### config.mk
export PLATFORM = sky130hd
export DESIGN_NAME = fft_lane_serializer_flat
export DESIGN_NICKNAME = d
export VERILOG_FILES = /design/src/rtl/fft_lane_serializer_if.sv /design/src/rtl/fft_lane_serializer.sv /design/src/flat_wrapper.sv
export SDC_FILE = /design/constraint.sdc
export NUM_CORES = 2
export LEC_CHECK = 0
export CAP_MARGIN = 20
export CELL_PAD_IN_SITES_DETAIL_PLACEMENT = 2
export CELL_PAD_IN_SITES_GLOBAL_PLACEMENT = 2
export CORE_MARGIN = 2
export CORE_UTILIZATION = 47
export DETAILED_ROUTE_END_ITERATION = 16
export GPL_TIMING_DRIVEN = 0
export PLACE_DENSITY_LB_ADDON = 0.25
export REMOVE_ABC_BUFFERS = 1
export SETUP_SLACK_MARGIN = 0.3
export SYNTH_ARGS = -nofsm -noshare
export SYNTH_HDL_FRONTEND = slang
export SYNTH_SLANG_ARGS = --single-unit
### constraint.sdc
create_clock -name clk -period 27.3 [get_ports clk]
set_input_delay 4.095 -clock clk [delete_from_list [all_inputs] [get_ports clk]]
set_output_delay 4.095 -clock clk [all_outputs]
set_load 0.02 [all_outputs]
### src/rtl/fft_lane_serializer_if.sv
// Beat-in / serial-out bus for the FFT lane serializer.
// The master side drives beats and ready; the slave side is the serializer.
interface fft_lane_serializer_if #(
    parameter int unsigned DATA_WIDTH = 13,
    parameter int unsigned LANES      = 16,
    parameter int unsigned DEPTH      = 4
);
    localparam int unsigned IDX_W = $clog2(2 * LANES);
    localparam int unsigned LVL_W = $clog2(DEPTH) + 1;

    logic                             din_valid;
    logic [LANES-1:0][DATA_WIDTH-1:0] din_add_r;
    logic [LANES-1:0][DATA_WIDTH-1:0] din_add_i;
    logic [LANES-1:0][DATA_WIDTH-1:0] din_sub_r;
    logic [LANES-1:0][DATA_WIDTH-1:0] din_sub_i;

    logic                  dout_valid;
    logic                  dout_ready;
    logic [DATA_WIDTH-1:0] dout_r;
    logic [DATA_WIDTH-1:0] dout_i;
    logic [IDX_W-1:0]      dout_idx;
    logic                  dout_last;
    logic                  overflow;
    logic [LVL_W-1:0]      level;

    modport master (
        output din_valid, din_add_r, din_add_i, din_sub_r, din_sub_i, dout_ready,
        input  dout_valid, dout_r, dout_i, dout_idx, dout_last, overflow, level
    );

    modport slave (
        input  din_valid, din_add_r, din_add_i, din_sub_r, din_sub_i, dout_ready,
        output dout_valid, dout_r, dout_i, dout_idx, dout_last, overflow, level
    );
endinterface

### src/rtl/fft_lane_serializer.sv
// Captures parallel add/sub FFT lane beats into a beat FIFO and drains them
// as a serial complex stream; beats arriving while full are dropped and flagged.
module fft_lane_serializer #(
    parameter int unsigned DATA_WIDTH = 13,
    parameter int unsigned LANES      = 16,
    parameter int unsigned DEPTH      = 4
) (
    input  logic                   clk,
    input  logic                   rst,
    fft_lane_serializer_if.slave   bus
);
    localparam int unsigned NSAMP = 2 * LANES;
    localparam int unsigned SEL_W = $clog2(NSAMP);
    localparam int unsigned PTR_W = $clog2(DEPTH);
    localparam int unsigned CNT_W = PTR_W + 1;

    logic [DATA_WIDTH-1:0] mem_r_q [DEPTH][NSAMP];
    logic [DATA_WIDTH-1:0] mem_i_q [DEPTH][NSAMP];

    logic [PTR_W-1:0] wr_ptr_q, wr_ptr_d;
    logic [PTR_W-1:0] rd_ptr_q, rd_ptr_d;
    logic [CNT_W-1:0] count_q,  count_d;
    logic [SEL_W-1:0] sel_q,    sel_d;
    logic             overflow_q, overflow_d;

    logic dout_valid_c;
    logic xfer_c;
    logic pop_last_c;
    logic accept_c;

    // Handshake decode; a full FIFO can still accept when its head beat retires this cycle.
    always_comb begin
        dout_valid_c = (count_q != '0);
        xfer_c       = dout_valid_c & bus.dout_ready;
        pop_last_c   = xfer_c & (sel_q == SEL_W'(NSAMP - 1));
        accept_c     = bus.din_valid & ((count_q < CNT_W'(DEPTH)) | pop_last_c);
    end

    always_comb begin
        wr_ptr_d   = wr_ptr_q;
        rd_ptr_d   = rd_ptr_q;
        count_d    = count_q;
        sel_d      = sel_q;
        overflow_d = overflow_q;

        if (accept_c) begin
            wr_ptr_d = wr_ptr_q + PTR_W'(1);
        end else if (bus.din_valid) begin
            overflow_d = 1'b1;
        end

        if (pop_last_c) begin
            sel_d    = '0;
            rd_ptr_d = rd_ptr_q + PTR_W'(1);
        end else if (xfer_c) begin
            sel_d = sel_q + SEL_W'(1);
        end

        count_d = count_q + CNT_W'(accept_c) - CNT_W'(pop_last_c);
    end

    always_ff @(posedge clk) begin
        if (rst) begin
            wr_ptr_q   <= '0;
            rd_ptr_q   <= '0;
            count_q    <= '0;
            sel_q      <= '0;
            overflow_q <= 1'b0;
        end else begin
            wr_ptr_q   <= wr_ptr_d;
            rd_ptr_q   <= rd_ptr_d;
            count_q    <= count_d;
            sel_q      <= sel_d;
            overflow_q <= overflow_d;
        end
    end

    // Beat storage: add lanes occupy serial slots 0..LANES-1, sub lanes the upper half.
    always_ff @(posedge clk) begin
        if (accept_c) begin
            for (int k = 0; k < int'(LANES); k++) begin
                mem_r_q[wr_ptr_q][k]         <= bus.din_add_r[k];
                mem_i_q[wr_ptr_q][k]         <= bus.din_add_i[k];
                mem_r_q[wr_ptr_q][LANES + k] <= bus.din_sub_r[k];
                mem_i_q[wr_ptr_q][LANES + k] <= bus.din_sub_i[k];
            end
        end
    end

    assign bus.dout_valid = dout_valid_c;
    assign bus.dout_r     = dout_valid_c ? mem_r_q[rd_ptr_q][sel_q] : '0;
    assign bus.dout_i     = dout_valid_c ? mem_i_q[rd_ptr_q][sel_q] : '0;
    assign bus.dout_idx   = sel_q;
    assign bus.dout_last  = (sel_q == SEL_W'(NSAMP - 1));
    assign bus.overflow   = overflow_q;
    assign bus.level      = count_q;
endmodule

### src/flat_wrapper.sv
// flat-port wrapper written by rule: the top's interface ports become plain ports
module fft_lane_serializer_flat 
#(
    parameter int unsigned DATA_WIDTH = 13,
    parameter int unsigned LANES      = 16,
    parameter int unsigned DEPTH      = 4
)
  (clk, rst, bus_din_valid, bus_din_add_r, bus_din_add_i, bus_din_sub_r, bus_din_sub_i, bus_dout_ready, bus_dout_valid, bus_dout_r, bus_dout_i, bus_dout_idx, bus_dout_last, bus_overflow, bus_level);
  fft_lane_serializer_if #(.DATA_WIDTH(DATA_WIDTH), .LANES(LANES), .DEPTH(DEPTH)) bus_i ();
  input  logic clk;
  input  logic rst;
  input wire logic [$bits(bus_i.din_valid)-1:0] bus_din_valid;
  input wire logic [$bits(bus_i.din_add_r)-1:0] bus_din_add_r;
  input wire logic [$bits(bus_i.din_add_i)-1:0] bus_din_add_i;
  input wire logic [$bits(bus_i.din_sub_r)-1:0] bus_din_sub_r;
  input wire logic [$bits(bus_i.din_sub_i)-1:0] bus_din_sub_i;
  input wire logic [$bits(bus_i.dout_ready)-1:0] bus_dout_ready;
  output wire logic [$bits(bus_i.dout_valid)-1:0] bus_dout_valid;
  output wire logic [$bits(bus_i.dout_r)-1:0] bus_dout_r;
  output wire logic [$bits(bus_i.dout_i)-1:0] bus_dout_i;
  output wire logic [$bits(bus_i.dout_idx)-1:0] bus_dout_idx;
  output wire logic [$bits(bus_i.dout_last)-1:0] bus_dout_last;
  output wire logic [$bits(bus_i.overflow)-1:0] bus_overflow;
  output wire logic [$bits(bus_i.level)-1:0] bus_level;
  assign bus_i.din_valid = bus_din_valid;
  assign bus_i.din_add_r = bus_din_add_r;
  assign bus_i.din_add_i = bus_din_add_i;
  assign bus_i.din_sub_r = bus_din_sub_r;
  assign bus_i.din_sub_i = bus_din_sub_i;
  assign bus_i.dout_ready = bus_dout_ready;
  assign bus_dout_valid = bus_i.dout_valid;
  assign bus_dout_r = bus_i.dout_r;
  assign bus_dout_i = bus_i.dout_i;
  assign bus_dout_idx = bus_i.dout_idx;
  assign bus_dout_last = bus_i.dout_last;
  assign bus_overflow = bus_i.overflow;
  assign bus_level = bus_i.level;
  fft_lane_serializer #(.DATA_WIDTH(DATA_WIDTH), .LANES(LANES), .DEPTH(DEPTH)) u_core (.clk(clk), .rst(rst), .bus(bus_i));
endmodule
Word level (Yosys, flattened, before mapping)
Memory sizes are Yosys's and may differ from the RTL's. A register that Yosys moved wholly into a read port is not among the register bits. Cells that the tools add are included.

Flip-flop bits (word level): 13. Memories: 2. Bits in writable memories: 3328. Output and inout bits: 37. Logic and storage cells: 38.

Order comparisons: 2. $add $sub $neg: 5. Mux-type cells: 14. Bitwise gates (word level): 6. Equality and inequality tests: 1. Reduce and logical (&&, ||, !) cells: 3.

Memory list: u_core.mem_i_q (depth 4, bits a word 416, rd ports 1, clocked after memory_dff 1, wr ports 1, RTL line fft_lane_serializer.sv:18) `logic [DATA_WIDTH-1:0] mem_i_q [DEPTH][NSAMP];`; u_core.mem_r_q (depth 4, bits a word 416, rd ports 1, clocked after memory_dff 1, wr ports 1, RTL line fft_lane_serializer.sv:17) `logic [DATA_WIDTH-1:0] mem_r_q [DEPTH][NSAMP];`.

Operators with widths (count): $bmux W13 S5 (2); $mux W13 (6); $mux W2 (4); $ge A6 B6 Y1 const B (1); $not A5 Y6 (1); $add A5 B1 Y5 const B (1); $eq A5 B5 Y1 const B (1); $add A2 B1 Y2 const B (2); $add A3 B1 Y3 (1); $and A1 B1 Y1 (3); $lt A3 B3 Y1 const B (1); $reduce_bool A3 Y1 (1); $sub A3 B1 Y3 (1); $mux W1 (2); $reduce_and A2 Y1 (1); $reduce_or A2 Y1 (1); $not A1 Y1 (1); $or A1 B1 Y1 (1).

Depth between registers and ports, before layout
Depth in word-level cells: 7. Mapped depth: 15.

Worst setup path before layout
OpenSTA, ideal clock, no wires.

Kind: input to register. Start point: input bus_dout_ready. End point: memory u_core.mem_i_q[1][0] in the netlist's numbering (enable). Stages: 3. Arrival time: 23258 ps. Buffers on the path: 0. Setup slack: 2731 ps. Path through: nand2_1 -> a21boi_1 -> and2_1.

Cells in the longest elaborated chain, start to end: 6.

RTL lines: from (decl) (RTL line flat_wrapper.sv:17) `input wire logic [$bits(bus_i.dout_ready)-1:0] bus_dout_ready;`; $and A1 B1 Y1 (RTL line fft_lane_serializer.sv:34) `xfer_c = dout_valid_c & bus.dout_ready;`; $and A1 B1 Y1 (RTL line fft_lane_serializer.sv:35) `pop_last_c = xfer_c & (sel_q == SEL_W'(NSAMP - 1));`; $or A1 B1 Y1 (RTL line fft_lane_serializer.sv:36) `accept_c = bus.din_valid & ((count_q < CNT_W'(DEPTH)) | pop_last_c);`; $and A1 B1 Y1 (RTL line fft_lane_serializer.sv:36); via u_core.accept_c (RTL line fft_lane_serializer.sv:29) `logic accept_c;`; $mux W1 (RTL line fft_lane_serializer.sv:80) `if (accept_c) begin`; $mux W1 (implied by the code) (RTL line fft_lane_serializer.sv:85) `mem_i_q[wr_ptr_q][LANES + k] <= bus.din_sub_i[k];`; to (decl) (RTL line fft_lane_serializer.sv:18).

The timed path passes the listed nets, and every way through them passes these cells.

==> impl_metrics.sql <==
INSERT INTO impl_metrics (metric_group, metric, value, unit) VALUES
('floorplan', 'core-area', '0.270', 'sq mm'),
('setup_path', 'worstRegToRegCells', '14', ''),
('clock_tree', 'clk_root_buffer_cell', 'clkbuf_16', ''),
('layout', 'fill_cells', '21700', ''),
('setup_path', 'r2r-end', 'u_core.mem_r_q[0][352]', ''),
('power', 'power_frac_comb', '0.141', ''),
('floorplan', 'floorplan.rows', '191', ''),
('setup_path', 'critPathArrivalTime', '6.41', 'ns'),
('floorplan', 'boundaryPins', '873', ''),
('drt', 'drt-total-wl', '479000', 'microns'),
('floorplan', 'design.die.area', '0.275', 'sq mm'),
('setup_path', 'reg2reg_from', 'u_core.bus.dout_idx[0]', ''),
('sta', 'final.min_clock_period', '10.50', 'ns'),
('setup_path', 'setup.worst_path.end_class', 'output pin', ''),
('power', 'total_switching_power', '3620', 'uW'),
('clock_tree', 'cts_htree_levels', '5', ''),
('power', 'clock_power_share', '0.361', ''),
('layout', 'multi_input_comb_area', '0.0253', 'sq mm'),
('setup_path', 'cp-start-kind', 'flop', ''),
('logic_synthesis', 'synthArstFlopShare', '0', ''),
('setup_path', 'crit_path_max_fanout', '56', ''),
('sta', 'max_clock_freq', '95.2', 'MHz'),
('layout', 'area_used_by_sequential_logic_in_the_layout', '0.100', 'sq mm'),
('run', 'cap_viol_max_count', '0', ''),
('drt', 'total_via_count_after_detailed_routing', '69600', ''),
('hold_path', 'min_from', 'u_core.wr_ptr_q[1]', ''),
('drt', 'wl_per_cell', '44.8', 'microns'),
('sta', 'setup-tns-final', '0', 'ns'),
('power', 'cellLeakagePower', '0.0472', 'uW'),
('setup_path', 'crit_path_cell_trace', 'buf_16, buf_16, buf_12, buf_12, buf_16, mux4_2, a22o_1, a211oi_1, a311oi_1, nor3_1, nor3_1, clkdlybuf4s50_1', ''),
('drt', 'drt_pre_antenna_iters', '5', ''),
('sta', 'hold_viol_final', '0', ''),
('setup_path', 'max_stage_delay_on_crit_path', '1.09', 'ns'),
('global_route', 'grt_max_degree', '58', ''),
('clock_tree', 'postCtsSetupRepairBufs', '0', ''),
('global_route', 'top_usage_layer', 'met2', ''),
('global_route', 'via_count_of_the_first_global_routing_pass', '74400', ''),
('floorplan', 'die-width', '524', 'microns'),
('sta', 'worst-slew-pin-transition', '1.33', 'ns'),
('layout', 'post-route-cell-area', '0.155', 'sq mm'),
('logic_synthesis', 'ys_warn_count', '0', ''),
('placed_design', 'port_buffers', '872', ''),
('global_route', 'fraction_of_met2_tracks_used_by_global_routing', '0.582', ''),
('drt', 'route.antenna.remaining_nets', '0', ''),
('sta', 'finalSetupViolCount', '0', ''),
('logic_synthesis', 'synth_top_area_frac', '0.785', ''),
('logic_synthesis', 'synthDominantAreaCellType', 'edfxtp_1', ''),
('global_route', 'grt_first_pass_wirelength', '643000', 'microns'),
('layout', 'proportion_of_layout_cells_with_a_drive_suffix_above_1', '0.215', ''),
('outcome', 'run_status', 'finished clean', ''),
('placed_design', 'detailedPlacementHpwl', '293000', 'microns'),
('logic_synthesis', 'synth-edff-count', '3328', ''),
('hold_path', 'worstHoldEndpoint', 'u_core.wr_ptr_q[1]', ''),
('global_route', 'groute.layer.met3.usage', '0.0805', ''),
('global_route', 'grt_antenna_before_repair', '235', ''),
('layout', 'area_delta_synth_final', '21.4', '%'),
('power', 'proportion_of_total_power_due_to_net_switching', '0.272', ''),
('sta', 'number_of_pins_exceeding_their_max_slew_limit_in_the_final_report', '0', ''),
('setup_path', 'setup.worst_path.class', 'reg2out', ''),
('floorplan', 'starting_density_of_the_core', '0.471', ''),
('sta', 'layout_worst_path_cycle_share', '0.385', ''),
('placed_design', 'dpl-instance-area', '0.143', 'sq mm'),
('logic_synthesis', 'syn-instance-count', '5600', ''),
('logic_synthesis', 'synthDistinctLibCells', '55', ''),
('clock_tree', 'clk_transition_reported_paths', '0.06', 'ns'),
('drt', 'via_per_inst', '6.52', ''),
('hold_path', 'hold_depth', '2', ''),
('layout', 'layout.nets', '7535', ''),
('drt', 'remaining_drc_errors', '0', ''),
('clock_tree', 'cts-buffers-inserted', '352', ''),
('setup_path', 'critical-path-slowest-cell', 'nor3_1', '');
==> synthesized netlist by cell type, drive strengths merged (4+ instances only) <==
library cell  number
edfxtp          3328
mux4             717
mux2i            256
a22oi            209
buf              193
clkbuf           128
a21oi            116
nand2             77
mux2              68
o21ai             68
o221ai            57
a31oi             53
nand2b            44
a211oi            42
nor3              36
nor2              35
a221oi            21
nor2b             19
a31o              15
dfxtp             15
a311oi            13
a22o              12
inv               10
ha                 8
and2               7
nand3              7
a211o              5
nor3b              5
a2111oi            4
o311a              4
xnor2              4
==> sequential cells by signal (all words and copies together) (netlist names), named ones only <==
| signal | cells |
|---|---|
| u_core.bus.level | 3 |
| u_core.bus.dout_idx | 5 |
| u_core.wr_ptr_q | 2 |
| u_core.rd_ptr_q | 2 |
| u_core.mem_r_q | 1664 |
| u_core.bus.overflow | 1 |
| u_core.mem_i_q | 1664 |
==> worst max-delay path by stage <==
stage               cells after the start  slack, ns       endpoint  startpoint
floorplan                               6     -17.41  bus_dout_i[0]        flop
global placement                        7     -81.63  bus_dout_i[2]        flop
detailed placement                     13      17.78  bus_dout_r[1]        flop
CTS                                    13      16.69  bus_dout_i[1]        flop
global route                           13      16.59  bus_dout_i[1]        flop
finish                                 12      16.80  bus_dout_r[3]        flop
==> final cells by class <==
cell class / count / area share
tap: 3570 / 0.0289
inverter: 11 / 0.000267
multi-input combinational: 1925 / 0.164
clock inverter: 186 / 0.0103
antenna: 147 / 0.00238
sequential: 3343 / 0.649
clock buffer: 435 / 0.0598
timing repair buffer: 1057 / 0.0856
==> layout by cell type (no fill, tap or decap), types with 39 or more instances in the layout <==
cell type | synthesis | layout
buf_12 | 4 | 39
a31oi_1 | 53 | 53
mux2i_1 | 256 | 256
o21ai_0 | 66 | 66
clkbuf_16 | 0 | 355
clkinv_1 | 1 | 73
a22oi_1 | 209 | 209
mux4_2 | 717 | 717
clkinv_2 | 0 | 67
nand2b_1 | 44 | 43
a21oi_1 | 116 | 116
clkdlybuf4s50_1 | 0 | 872
diode_2 | 0 | 147
a211oi_1 | 42 | 41
edfxtp_1 | 3328 | 3328
buf_16 | 0 | 126
nand2_1 | 77 | 74
clkbuf_1 | 128 | 75
o221ai_1 | 57 | 57
mux2_2 | 68 | 68
==> routing by layer <==
metal | wire length (microns) | up-vias
met4 | 25300 | 162
li1 | - | 26400
met3 | 40900 | 1066
met5 | 1060 | -
met2 | 245000 | 4005
met1 | 167000 | 38000
==> kinds of logic after synthesis <==
kind of cell / synth area share
adders and majority gates: 0.000944
buffers and inverters: 0.0145
and+or+nand+nor: 0.00968
DFF: 0.787
xor gates and xnor gates: 0.000344
muxes: 0.153
AOI/OAI and AO/OA: 0.0340
==> power by group through the flow <==
stage / Sequential (uW) / Clock, uW / Combinational, uW
after CTS: 6610 / 4830 / 1870
final: 6630 / 4810 / 1870
after global routing: 6650 / 5000 / 1940
after detailed placement: 6670 / 0 / 1810
after floorplan: 7230 / 0 / 806
after global placement: 7880 / 0 / 1580
==> stage by stage <==
stage	power, uW	setup slack (ns)	utilization	cells	hold WS (ns)
final	13300	16.80	0.572	10700	0.611
after global routing	13600	16.59	0.572	10600	0.653
after CTS	13300	16.69	0.571	10500	0.600
after detailed placement	8490	17.78	0.531	9906	0.579
after global placement	9460	-81.63	0.514	9721	0.465
after floorplan	8030	-17.41	-	5279	0.485
==> critical path: cells and delay by family (launching register included) <==
family | cells | cell delay [ns]
buf+inv | 6 | 2.18
simple gates | 2 | 1.27
flops | 1 | 0.82
compound gates | 3 | 0.61
mux | 1 | 0.37
Note: power is estimated with default switching activity, not from simulation.
